===== src/rtl/enum_type.sv =====
// Shared event encoding between the input controller and the tetris core.
package enum_type;
  typedef enum logic [3:0] {
    NOEVENT    = 4'd0,
    LEFT       = 4'd1,
    RIGHT      = 4'd2,
    DOWN       = 4'd3,
    ROTATE     = 4'd4,
    ROTATE_REV = 4'd5,
    DROP       = 4'd6,
    HOLD       = 4'd7,
    BAR        = 4'd8
  } control_type;
endpackage


===== src/rtl/tetris_input_ctrl_if.sv =====
// Button/level inputs and the event stream between the input controller and the core.
interface tetris_input_ctrl_if;
  import enum_type::*;

  logic [6:0]  btn;
  logic [3:0]  level;
  logic        ready;
  control_type ctrl;
  logic        start_mode;

  // master: the event producer; slave: the core side that supplies buttons and ready
  modport master (input btn, level, ready, output ctrl, start_mode);
  modport slave  (output btn, level, ready, input ctrl, start_mode);
endinterface


===== src/rtl/tetris_input_ctrl.sv =====
// Turns button edges, auto-repeat and gravity into single-cycle control events,
// buffering them as pending flags until the core can accept one.
module tetris_input_ctrl
  import enum_type::*;
#(
  parameter int unsigned GRAV_BASE   = 50_000_000,
  parameter int unsigned GRAV_STEP   = 4_000_000,
  parameter int unsigned GRAV_MIN    = 5_000_000,
  parameter int unsigned DAS_DELAY   = 20_000_000,
  parameter int unsigned DAS_RATE    = 5_000_000,
  parameter int unsigned IDLE_CYCLES = 256
) (
  input  logic               clk,
  input  logic               reset,
  tetris_input_ctrl_if.master bus
);

  localparam int GCW = $clog2(GRAV_BASE + 1);
  localparam int DCW = $clog2(DAS_DELAY + 1);
  localparam int ICW = $clog2(IDLE_CYCLES + 1);

  localparam int B_LEFT    = 0;
  localparam int B_RIGHT   = 1;
  localparam int B_DOWN    = 2;
  localparam int B_DROP    = 3;
  localparam int B_ROT     = 4;
  localparam int B_ROT_REV = 5;
  localparam int B_HOLD    = 6;

  logic [6:0]     btn_s_reg, btn_q_reg;
  logic [6:0]     pend_reg, pend_next;
  logic           grav_pend_reg, grav_pend_next;
  logic [GCW-1:0] grav_cnt_reg;
  logic [3:0]     level_reg;
  logic [ICW-1:0] idle_cnt_reg, idle_cnt_next;
  logic           start_mode_reg, start_mode_next;
  control_type    ctrl_reg, ctrl_next;

  logic [6:0]  press, set_vec, avail, issue_vec;
  logic [2:0]  das_rep;
  logic [31:0] grav_sub, grav_period;
  logic        grav_expire, eligible, issued, issue_down;

  // Auto-repeat: counter holds the cycles since press, folding back by DAS_RATE after each repeat
  genvar gi;
  for (gi = 0; gi < 3; gi++) begin : g_das
    logic [DCW-1:0] das_cnt_reg;
    always_ff @(posedge clk) begin
      if (reset || !btn_s_reg[gi])
        das_cnt_reg <= '0;
      else if (das_cnt_reg == DCW'(DAS_DELAY))
        das_cnt_reg <= DCW'(DAS_DELAY - DAS_RATE + 1);
      else
        das_cnt_reg <= das_cnt_reg + 1'b1;
    end
    assign das_rep[gi] = btn_s_reg[gi] && (das_cnt_reg == DCW'(DAS_DELAY));
  end

  // Compare before subtracting so high levels cannot wrap the period
  assign grav_sub    = 32'(level_reg) * GRAV_STEP;
  assign grav_period = (grav_sub + GRAV_MIN >= GRAV_BASE) ? GRAV_MIN : GRAV_BASE - grav_sub;
  assign grav_expire = !start_mode_reg && (32'(grav_cnt_reg) == grav_period - 32'd1);

  always_comb begin
    press     = btn_s_reg & ~btn_q_reg;
    set_vec   = press | {4'b0000, das_rep};
    avail     = pend_reg | set_vec;
    avail[B_DOWN] = avail[B_DOWN] | grav_pend_reg | grav_expire;
    eligible  = (bus.ready || start_mode_reg) && (ctrl_reg == NOEVENT);
    issue_vec = '0;
    ctrl_next = NOEVENT;
    if (eligible) begin
      if (avail[B_DROP]) begin
        issue_vec[B_DROP] = 1'b1;    ctrl_next = DROP;
      end else if (avail[B_HOLD]) begin
        issue_vec[B_HOLD] = 1'b1;    ctrl_next = HOLD;
      end else if (avail[B_ROT]) begin
        issue_vec[B_ROT] = 1'b1;     ctrl_next = ROTATE;
      end else if (avail[B_ROT_REV]) begin
        issue_vec[B_ROT_REV] = 1'b1; ctrl_next = ROTATE_REV;
      end else if (avail[B_LEFT]) begin
        issue_vec[B_LEFT] = 1'b1;    ctrl_next = LEFT;
      end else if (avail[B_RIGHT]) begin
        issue_vec[B_RIGHT] = 1'b1;   ctrl_next = RIGHT;
      end else if (avail[B_DOWN]) begin
        issue_vec[B_DOWN] = 1'b1;    ctrl_next = DOWN;
      end
    end
    issued     = |issue_vec;
    issue_down = issue_vec[B_DOWN];

    // A press on a flag that was already pending survives the issue of that flag
    pend_next = ((pend_reg | set_vec) & ~issue_vec) | (pend_reg & set_vec & issue_vec);

    if (issued || bus.ready)
      idle_cnt_next = '0;
    else if (idle_cnt_reg == ICW'(IDLE_CYCLES))
      idle_cnt_next = idle_cnt_reg;
    else
      idle_cnt_next = idle_cnt_reg + 1'b1;
    start_mode_next = (idle_cnt_next == ICW'(IDLE_CYCLES));

    if ((start_mode_next && !start_mode_reg) || issue_down)
      grav_pend_next = 1'b0;
    else
      grav_pend_next = grav_pend_reg | grav_expire;
  end

  always_ff @(posedge clk) begin
    if (reset) begin
      btn_s_reg      <= '0;
      btn_q_reg      <= '0;
      pend_reg       <= '0;
      grav_pend_reg  <= 1'b0;
      grav_cnt_reg   <= '0;
      level_reg      <= '0;
      idle_cnt_reg   <= '0;
      start_mode_reg <= 1'b0;
      ctrl_reg       <= NOEVENT;
    end else begin
      btn_s_reg      <= bus.btn;
      btn_q_reg      <= btn_s_reg;
      pend_reg       <= pend_next;
      grav_pend_reg  <= grav_pend_next;
      idle_cnt_reg   <= idle_cnt_next;
      start_mode_reg <= start_mode_next;
      ctrl_reg       <= ctrl_next;
      if (issue_down || grav_expire) begin
        grav_cnt_reg <= '0;
        level_reg    <= bus.level;
      end else if (!start_mode_reg) begin
        grav_cnt_reg <= grav_cnt_reg + 1'b1;
      end
    end
  end

  assign bus.ctrl       = ctrl_reg;
  assign bus.start_mode = start_mode_reg;

endmodule

===== src/flat_wrapper.sv =====
// flat-port wrapper written by rule: the top's interface ports become plain ports
module tetris_input_ctrl_flat import enum_type::*;
#(
  parameter int unsigned GRAV_BASE   = 50_000_000,
  parameter int unsigned GRAV_STEP   = 4_000_000,
  parameter int unsigned GRAV_MIN    = 5_000_000,
  parameter int unsigned DAS_DELAY   = 20_000_000,
  parameter int unsigned DAS_RATE    = 5_000_000,
  parameter int unsigned IDLE_CYCLES = 256
)
  (clk, reset, bus_btn, bus_level, bus_ready, bus_ctrl, bus_start_mode);
  tetris_input_ctrl_if bus_i ();
  input  logic clk;
  input  logic reset;
  input wire logic [$bits(bus_i.btn)-1:0] bus_btn;
  input wire logic [$bits(bus_i.level)-1:0] bus_level;
  input wire logic [$bits(bus_i.ready)-1:0] bus_ready;
  output wire logic [$bits(bus_i.ctrl)-1:0] bus_ctrl;
  output wire logic [$bits(bus_i.start_mode)-1:0] bus_start_mode;
  assign bus_i.btn = bus_btn;
  assign bus_i.level = bus_level;
  assign bus_i.ready = bus_ready;
  assign bus_ctrl = bus_i.ctrl;
  assign bus_start_mode = bus_i.start_mode;
  tetris_input_ctrl #(.GRAV_BASE(GRAV_BASE), .GRAV_STEP(GRAV_STEP), .GRAV_MIN(GRAV_MIN), .DAS_DELAY(DAS_DELAY), .DAS_RATE(DAS_RATE), .IDLE_CYCLES(IDLE_CYCLES)) u_core (.clk(clk), .reset(reset), .bus(bus_i));
endmodule

===== config.mk =====
export PLATFORM = sky130hd
export DESIGN_NAME = tetris_input_ctrl_flat
export DESIGN_NICKNAME = d
export VERILOG_FILES = /design/src/rtl/enum_type.sv /design/src/rtl/tetris_input_ctrl_if.sv /design/src/rtl/tetris_input_ctrl.sv /design/src/flat_wrapper.sv
export SDC_FILE = /design/constraint.sdc
export NUM_CORES = 1
export LEC_CHECK = 0
export CAP_MARGIN = 25
export CELL_PAD_IN_SITES_DETAIL_PLACEMENT = 1
export CELL_PAD_IN_SITES_GLOBAL_PLACEMENT = 2
export CORE_MARGIN = 2
export CORE_UTILIZATION = 25
export DETAILED_ROUTE_END_ITERATION = 10
export PLACE_DENSITY = 0.53
export SLEW_MARGIN = 30
export SYNTH_ARGS = -nofsm -noshare
export SYNTH_HDL_FRONTEND = slang
export SYNTH_SLANG_ARGS = --single-unit

===== constraint.sdc =====
create_clock -name clk -period 9.2 [get_ports clk]
set_input_delay 2.3 -clock clk [delete_from_list [all_inputs] [get_ports clk]]
set_output_delay 2.3 -clock clk [all_outputs]
set_load 0.02 [all_outputs]

==> results.md <==
* Die Ht at 182 um
* Drc violations at 0
* Count of cell types in the netlist at 77
* CP endpoint kind: flop
* Clock power share at 0.499
* Final worst clock skew at 0.0191 ns
* Share of cells above drive strength 1 at 0.0594
* Vias in the first global route at 6608
* Syn Nets at 1004
* Area grow syn2layout at 14.7%
* DRT iter0 DRCs at 193
* Crit start category: flop
* FF+latch count, synth at 140
* Max-cap violation count at 0
* Slack of the critical path at 2.52 ns
* Slew Limit Headroom at 0.467
* Max reg flops at 75
* First drt pass iteration count at 4
* Period utilisation layout at 0.726
* Cell-internal power at 1.05 mW
* Final setup TNS at 0 ns
* Cell mode on critical path: nor2_1
* Switch share at 0.244
* RSZ-0062 raised after global routing: false
* Filler cells at 3722
* Final WL at 20600 um
* Total track usage at 0.132
* Net switching power at 0.339 mW
* Cell Rows at 65
* Vias per cell at 4.65
* Final hold slack at 0.459 ns
* Cell family with most CP delay: simple AND/OR/NAND/NOR gates
* Yosys top cell area share at 0.355
* Final setup viols at 0
* Clock Path Buffers at 2
* Fmax at 150 MHz
* Initial Util at 0.252
* Die area at 33000 um^2
* Pwr Total at 1.39 mW
* Combinational share of power at 0.052
* Final net count at 1015
* Cts bufs inserted at 17
* N_diodes at 0
* Pre-CTS WS at 2.53 ns
* Clock transition at path regs at 0.06 ns
* CTS tree: built
* Sequential Power Share at 0.449
* CTS H-Tree Depth at 4
* Clk_lat worst skew at 0.43 ns
* Seq/Total Area, Yosys at 0.355
* Avg WL per Cell at 15.0 um
* Final Hold Vio Count at 0
* First-pass GRT wire length at 35100 um
* Average size of a mapped cell at 8.29 um^2
* DP HPWL at 15600 um
* # port buffers at 17
* Post-CTS Setup Inserts at 0
* Worst-margin pin slew at 0.798 ns
* PwrDens at 153 nW/um^2
* CTS Sinks at 140
* Top cells by area, synth: dfxtp_1 35%, xnor2_1 7.1%, xor2_1 6.9%
* Pin count of the biggest net entering global routing at 38
* Via Count at 6419
* GPL Wtd Cong at 0.777
* Slowest cell delay on critical path at 0.78 ns
* CP Class: reg2reg
* Buf+Inv Stages, Crit Path at 3
* Min Tclk post-route at 6.68 ns
* Cell Chain, Critical Path: inv_1 > ha_1 > fa_1 > inv_1 > fa_1 > xnor2_1 > nand2b_1 > nor4b_1 > a211o_1 > and3_1 > nor2_1 > nor2_1 > mux2i_1 > nand2_1 > or4_1 > o31ai_4 > buf_6 > nor2_1
* Synth area leader: dfxtp_1
* Outcome: finished, final reports clean
* Worst VDD drop at 0.125 mV
* Grt total ovfl at 0
* Post-synthesis instance area at 7900 um^2
* Slowest library cell on the worst path: dfxtp_1
* CTS Hold Bufs at 0
* Crit Path Max Fanout at 15
* Cells after synthesis at 953
* Die width at 182 um
* Core Region at 31300 um^2
* Clock Tree Root: clkbuf_16
* Post-CTS sizing at 0
* Yosys warns at 0
* FFs w/ async S/R, synth at 0
* Worst EP required at 9.52 ns
* CP arrival at 7.00 ns
* P_leak at 3.11 nW
* Post-synth EDFFs at 0
* Post-route ant nets at 0
* Min-delay worst type: reg2reg
* Slew Viols, Final at 0
* Primary FF master, synth: dfxtp_1
* Initial antenna violation count at 0
* Io pins at 19
[cell type report]
cell class,instances,area (um^2),share of cell area
well taps,402,503,0.0555
multi-input cells,739,4800,0.529
inverters,45,169,0.0186
repair buffers,21,199,0.0220
clock inverters,14,161,0.0178
flip-flops and latches,140,2800,0.309
clock buffers,18,429,0.0474
[cells in the mapped netlist (3+ instances only)]
cell type and instances:
mux2i_1 3, or2_2 4, buf_2 3, nand2_1 62, ha_1 32, and4_1 5
and3_1 25, or4_1 4, mux2_2 3, a21oi_1 47, or3_1 12, a31oi_1 9
o221ai_1 4, xor2_1 62, nand2b_1 12, xnor2_1 64, nor3_1 20, nand4_1 29
nor4b_1 5, nor2b_1 25, nor2_1 138, a211o_1 6, o21ai_0 23, inv_1 45
nor4_1 10, and2_1 6, dfxtp_1 140, a21o_1 3, o21bai_1 3, nand3_1 54
clkbuf_1 22, a21boi_0 3, fa_1 5, o21a_1 3, o31ai_1 5
[placed cells by master (no fill, tap or decap), types with 23 or more instances in the layout]
cell / count
nand3_1: 54
dfxtp_1: 140
nor2_1: 138
and3_1: 25
nand4_1: 29
nor2b_1: 25
a21oi_1: 47
nand2_1: 62
o21ai_0: 23
ha_1: 32
xor2_1: 62
inv_1: 45
xnor2_1: 64
[cells by family (layout without fill, tap and decap cells)]
family	after synthesis	after routing	synth area share
AND/OR/NAND/NOR	426	426	0.270
flip-flops	140	140	0.355
AO/OA/AOI/OAI	139	139	0.118
XOR/XNOR	127	127	0.142
buffers and inverters	74	98	0.0382
adder cells (fa/ha/maj)	39	39	0.0659
multiplexers	7	7	0.0109
other	1	1	0.000475
[path summary, 6_finish.rpt]
path              cells past startpoint                start  slack [ns]                      to
setup / recovery                     18  u_core.level_reg[1]        2.52  u_core.grav_cnt_reg[9]
hold / removal                        1  u_core.btn_s_reg[4]        0.46     u_core.btn_q_reg[4]
setup reg to reg                     18  u_core.level_reg[1]        2.52  u_core.grav_cnt_reg[9]
hold reg to reg                       1  u_core.btn_s_reg[4]        0.46     u_core.btn_q_reg[4]
[per-layer routing]
layer	up-vias	part of all wire	track usage
met5	-	0	0
met4	0	0.012	0.0387
met3	13	0.024	0.0255
met2	48	0.45	0.214
met1	3038	0.51	0.179
li1	3320	-	-
[through the flow]
stage	cell area, um^2	util	std cells
floorplan	7900	-	953
global route	9060	0.289	1379
global placement	8460	0.270	1346
finish	9060	0.289	1379
detailed placement	8470	0.271	1347
CTS	9060	0.289	1379
[power groups by stage]
stage               combinational [mW]  clock [mW]  sequential [mW]
floorplan                       0.0487           0            0.636
detailed placement              0.0737           0            0.636
global route                    0.0828       0.747            0.624
global placement                0.0739           0            0.636
finish                          0.0723       0.693            0.622
CTS                             0.0742       0.723            0.622
[worst reg2reg max path, stage by stage (launching register included)]
cell      delay (ns)
dfxtp_1         0.78
inv_1           0.39
ha_1            0.42
fa_1            0.54
inv_1           0.06
fa_1            0.44
xnor2_1         0.46
nand2b_1        0.21
nor4b_1         0.56
a211o_1         0.19
and3_1          0.24
nor2_1          0.13
nor2_1          0.34
mux2i_1         0.26
nand2_1         0.07
or4_1           0.57
o31ai_4         0.62
buf_6           0.24
nor2_1          0.06
Note: power is estimated with default switching activity, not from simulation.
==> RTL change 1 (same flow settings) <==
`IDLE_CYCLES` is set to 256 in 2 places; all go to 128.
--- a/src/rtl/tetris_input_ctrl.sv
+++ b/src/rtl/tetris_input_ctrl.sv
@@ -8,7 +8,7 @@
   parameter int unsigned GRAV_MIN    = 5_000_000,
   parameter int unsigned DAS_DELAY   = 20_000_000,
   parameter int unsigned DAS_RATE    = 5_000_000,
-  parameter int unsigned IDLE_CYCLES = 256
+  parameter int unsigned IDLE_CYCLES = 128
 ) (
   input  logic               clk,
   input  logic               reset,
--- a/src/flat_wrapper.sv
+++ b/src/flat_wrapper.sv
@@ -6,7 +6,7 @@
   parameter int unsigned GRAV_MIN    = 5_000_000,
   parameter int unsigned DAS_DELAY   = 20_000_000,
   parameter int unsigned DAS_RATE    = 5_000_000,
-  parameter int unsigned IDLE_CYCLES = 256
+  parameter int unsigned IDLE_CYCLES = 128
 )
   (clk, reset, bus_btn, bus_level, bus_ready, bus_ctrl, bus_start_mode);
   tetris_input_ctrl_if bus_i ();
Function: no difference found for any inputs over 10 cycles, from zero or initial values and one cycle with reset high; that may be too few to reach the edited logic, so the function may still have changed.
==> RTL change 1 against the original RTL <==
Sequential cell count shrank 1; total power increased by 3.5%; final cell count grew 2.8%; cell area rose by 3.1%; worst setup slack better by 1000 ps; clock skew down 11 ps; routed wire length increased by 5.1%; synthesized area is 3.0% higher; critical endpoint is now u_core.grav_cnt_reg[3]; largest power group unchanged.
==> RTL change 1: results (changes against the original RTL) <==
run status finished clean (unchanged); clock transition at the registers of the reported paths 60 ps (about the same); pre-CTS setup slack 3470 ps (was 2530 ps); DP Area 8720 um2 (was 8470 um2); M1 GR Usage 0.176 (was 0.179); synth unique cells 81 (was 77); max FFs per register 75 (unchanged); Detailed Route WL 21,700 um (was 20,600 um); fin cells 1,417 (was 1,379); xor/xnor share of the synthesized area 0.142 (about the same); Clock Skew 7.73 ps (was 19.1 ps); total leakage power 3.16 nW (was 3.11 nW); Post-CTS Setup Bufs 0 (unchanged); layout cell share with drive strength beyond 1 0.0800 (was 0.0594); FFs w/ async S/R, synth 0 (unchanged); Final GP Congestion 0.721 (was 0.777); first-pass GRT wire length 35,900 um (was 35,100 um); met3 GRT Util 0.0215 (was 0.0255); post-DP HPWL 16,200 um (was 15,600 um); Worst Path Max Fanout 26 (was 15); met2 routed WL 10,400 um (was 9290 um); worst skew pair latency 430 ps (about the same); total number of vias 6,523 (was 6,419); PortBufs 17 (unchanged); maximum vdd drop 0.115 mV (was 0.125 mV); Final #Nets 1,013 (was 1,015); synth top area cells dfxtp_1 34%, xor2_1 6.9%, xnor2_1 6.7% (was dfxtp_1 35%, xnor2_1 7.1%, xor2_1 6.9%); mux cell area share after synthesis 0.00830 (was 0.0109); largest net degree at the start of global routing 31 (was 38); vias in the first global route 6,662 (was 6,608); GRT Overall Usage 0.135 (was 0.132); Seq/Total Area, Yosys 0.342 (was 0.355); CP max stage delay 630 ps (was 780 ps); M1 WL 10,700 um (was 10,600 um); highest metal used met4 (unchanged); Synth Instances 955 (was 953); antenna cells 0 (unchanged); initial antenna violation count 0 (unchanged); most frequent cells after synthesis 139 x dfxtp_1, 107 x nor2_1, 83 x nand2_1, 64 x xor2_1, 62 x xnor2_1 (was 140 x dfxtp_1, 138 x nor2_1, 64 x xnor2_1, 62 x nand2_1, 62 x xor2_1); adder-cell share of the synthesized area 0.0615 (was 0.0659); H-tree depth 4 (unchanged); Worst slew margin 0.501 (was 0.467); Synth Area in Compound Gates 0.128 (was 0.118); Root Driver clkbuf_16 (unchanged); worst hold path type reg -> reg (unchanged); CTS Hold Bufs 0 (unchanged); Met3 Wirelength 320 um (was 495 um); met2 Use GR 0.227 (was 0.214); DRT iter0 DRCs 229 (was 193); Critical Path AT 5940 ps (was 7000 ps); cell internal pwr 1.11 mW (was 1.05 mW)
RTL change 1: cell count changes after synthesis, sizes merged, moves of 7 or more:
cell,change
nor4,+11
inv,-14
nand2,+20
nor2,-11
nand4,-15
a21oi,+7
RTL change 1: worst paths after layout:
kind                                          start                      to  slack [ps]  cells past startpoint
worst max-delay path            u_core.level_reg[2]  u_core.grav_cnt_reg[3]        3550                     16
worst min-delay path            u_core.btn_s_reg[3]     u_core.btn_q_reg[3]         460                      1
worst max register to register  u_core.level_reg[2]  u_core.grav_cnt_reg[3]        3550                     16
worst min register to register  u_core.btn_s_reg[3]     u_core.btn_q_reg[3]         460                      1
RTL change 1: final cells by class:
cell class	instances	area [um2]
Timing Repair Buffer	20	193
Sequential cell	139	2780
Fill cell	3832	22900
Multi-Input combinational cell	753	5070
Clock inverter	11	168
Tap cell	442	553
Inverter	31	116
Clock buffer	21	460
RTL change 1: power groups by stage:
stage,registers [mW],logic (mW),clock network (mW)
final,0.618,0.0782,0.740
after CTS,0.618,0.0808,0.767
after detailed placement,0.632,0.0805,0
after floorplan,0.631,0.0554,0
after global placement,0.632,0.0804,0
after global routing,0.620,0.0891,0.794
RTL change 1: stage by stage:
step,total power [mW],util,hold WS [ps]
6_report,1.44,0.289,464
5_1_grt,1.50,0.289,479
3_5_place_dp,0.712,0.270,452
4_1_cts,1.47,0.289,466
2_1_floorplan,0.687,-,430
3_3_place_gp,0.712,0.270,447
RTL change 1: worst register-to-register path, cell delays in order (launching register included):
cell	delay [ps]
dfxtp_1	630
inv_1	130
ha_1	320
fa_1	530
inv_1	60
fa_1	480
nand2b_1	180
a21oi_2	350
a221o_1	260
and2_1	200
and3_1	270
nor2_1	130
or4_1	540
a221oi_2	310
o2111a_1	350
or3_4	610
nor2_1	140
==> RTL change 2 (same settings) <==
Made on the original files. Compare `das_cnt_reg` against `DCW'(DAS_DELAY)` with >= in place of ==.
--- a/src/rtl/tetris_input_ctrl.sv
+++ b/src/rtl/tetris_input_ctrl.sv
@@ -53,7 +53,7 @@
       else
         das_cnt_reg <= das_cnt_reg + 1'b1;
     end
-    assign das_rep[gi] = btn_s_reg[gi] && (das_cnt_reg == DCW'(DAS_DELAY));
+    assign das_rep[gi] = btn_s_reg[gi] && (das_cnt_reg >= DCW'(DAS_DELAY));
   end
 
   // Compare before subtracting so high levels cannot wrap the period
Check against the original RTL: no difference found for any inputs over 10 cycles, from zero or initial values and one cycle with reset high; that may be too few to reach the edited logic, so the function may still have changed.
==> RTL change 2 against the original RTL <==
Hold slack improved by 11 ps; clock skew decreased by 6.4 ps; highest routed layer unchanged; worst setup slack got worse by 75 ps; cell area increased by 0.87%; routed wire length increased by 7.7%; synthesized area increased by 2.1%; die area increased by 2.0%; sequential cell count unchanged.
Power is not compared: it rests on default switching activity, and its combinational part moved more than twofold at a synthesized area within 25%.
==> RTL change 2: results (changes against the original RTL) <==
Synth Area in Compound Gates 0.105 (was 0.118); pre-CTS setup slack 2360 ps (was 2530 ps); Critical Path AT 7120 ps (was 7000 ps); Seq/Total Area, Yosys 0.348 (was 0.355); Hold EP u_core.btn_q_reg[3] (was u_core.btn_q_reg[4]); Worst Path Max Fanout 27 (was 15); met2 Use GR 0.230 (was 0.214); HP Start u_core.btn_s_reg[3] (was u_core.btn_s_reg[4]); met2 routed WL 10,200 um (was 9290 um); M1 GR Usage 0.189 (was 0.179); Worst R2R Setup Slack 2440 ps (was 2520 ps); DRT iter0 DRCs 209 (was 193); xor/xnor share of the synthesized area 0.149 (was 0.142); adder-cell share of the synthesized area 0.0661 (was 0.0659); Met3 Wirelength 344 um (was 495 um); DP Area 8610 um2 (was 8470 um2); synth unique cells 69 (was 77); mux cell area share after synthesis 0.00915 (was 0.0109); met3 GRT Util 0.0269 (was 0.0255); total number of vias 6,702 (was 6,419); run status finished clean (unchanged); layout cell share with drive strength beyond 1 0.0528 (was 0.0594); WHS 471 ps (was 459 ps); M1 WL 11,400 um (was 10,600 um); Worst slew margin 0.363 (was 0.467); largest net degree at the start of global routing 58 (was 38); fin util 0.289 (about the same); top cell family by delay on the critical path compound AO/OA/AOI/OAI gates (was simple AND/OR/NAND/NOR gates); post-DP HPWL 16,200 um (was 15,600 um); R2R Path End u_core.bus.ctrl[0] (was u_core.grav_cnt_reg[9]); Final GP Congestion 0.759 (was 0.777); CP max stage delay 740 ps (was 780 ps)
-- RTL change 2: changes by cell type after synthesis, moves of 10 or more --
| cell | unedited run | this run |
|---|---|---|
| nor2_1 | 138 | 101 |
| nor4_1 | 10 | 31 |
| clkbuf_1 | 22 | 32 |
| a21oi_1 | 47 | 57 |
-- RTL change 2: cells by family after synthesis --
| group | after synthesis |
|---|---|
| xor+xnor | 136 |
| simple gates | 433 |
| flops | 140 |
| compound gates | 133 |
| mux | 6 |
| other cells | 1 |
| buf+inv | 83 |
| fa+ha+maj | 40 |
-- RTL change 2: final cells by class --
| type | count | area (um2) | share of cell area |
|---|---|---|---|
| multi-input combinational | 749 | 4940 | 0.541 |
| sequential | 140 | 2800 | 0.307 |
| tap | 402 | 503 | 0.0550 |
| clock buffer | 22 | 464 | 0.0508 |
| timing repair buffer | 22 | 196 | 0.0215 |
| inverter | 43 | 161 | 0.0177 |
| clock inverter | 8 | 70.1 | 0.00766 |
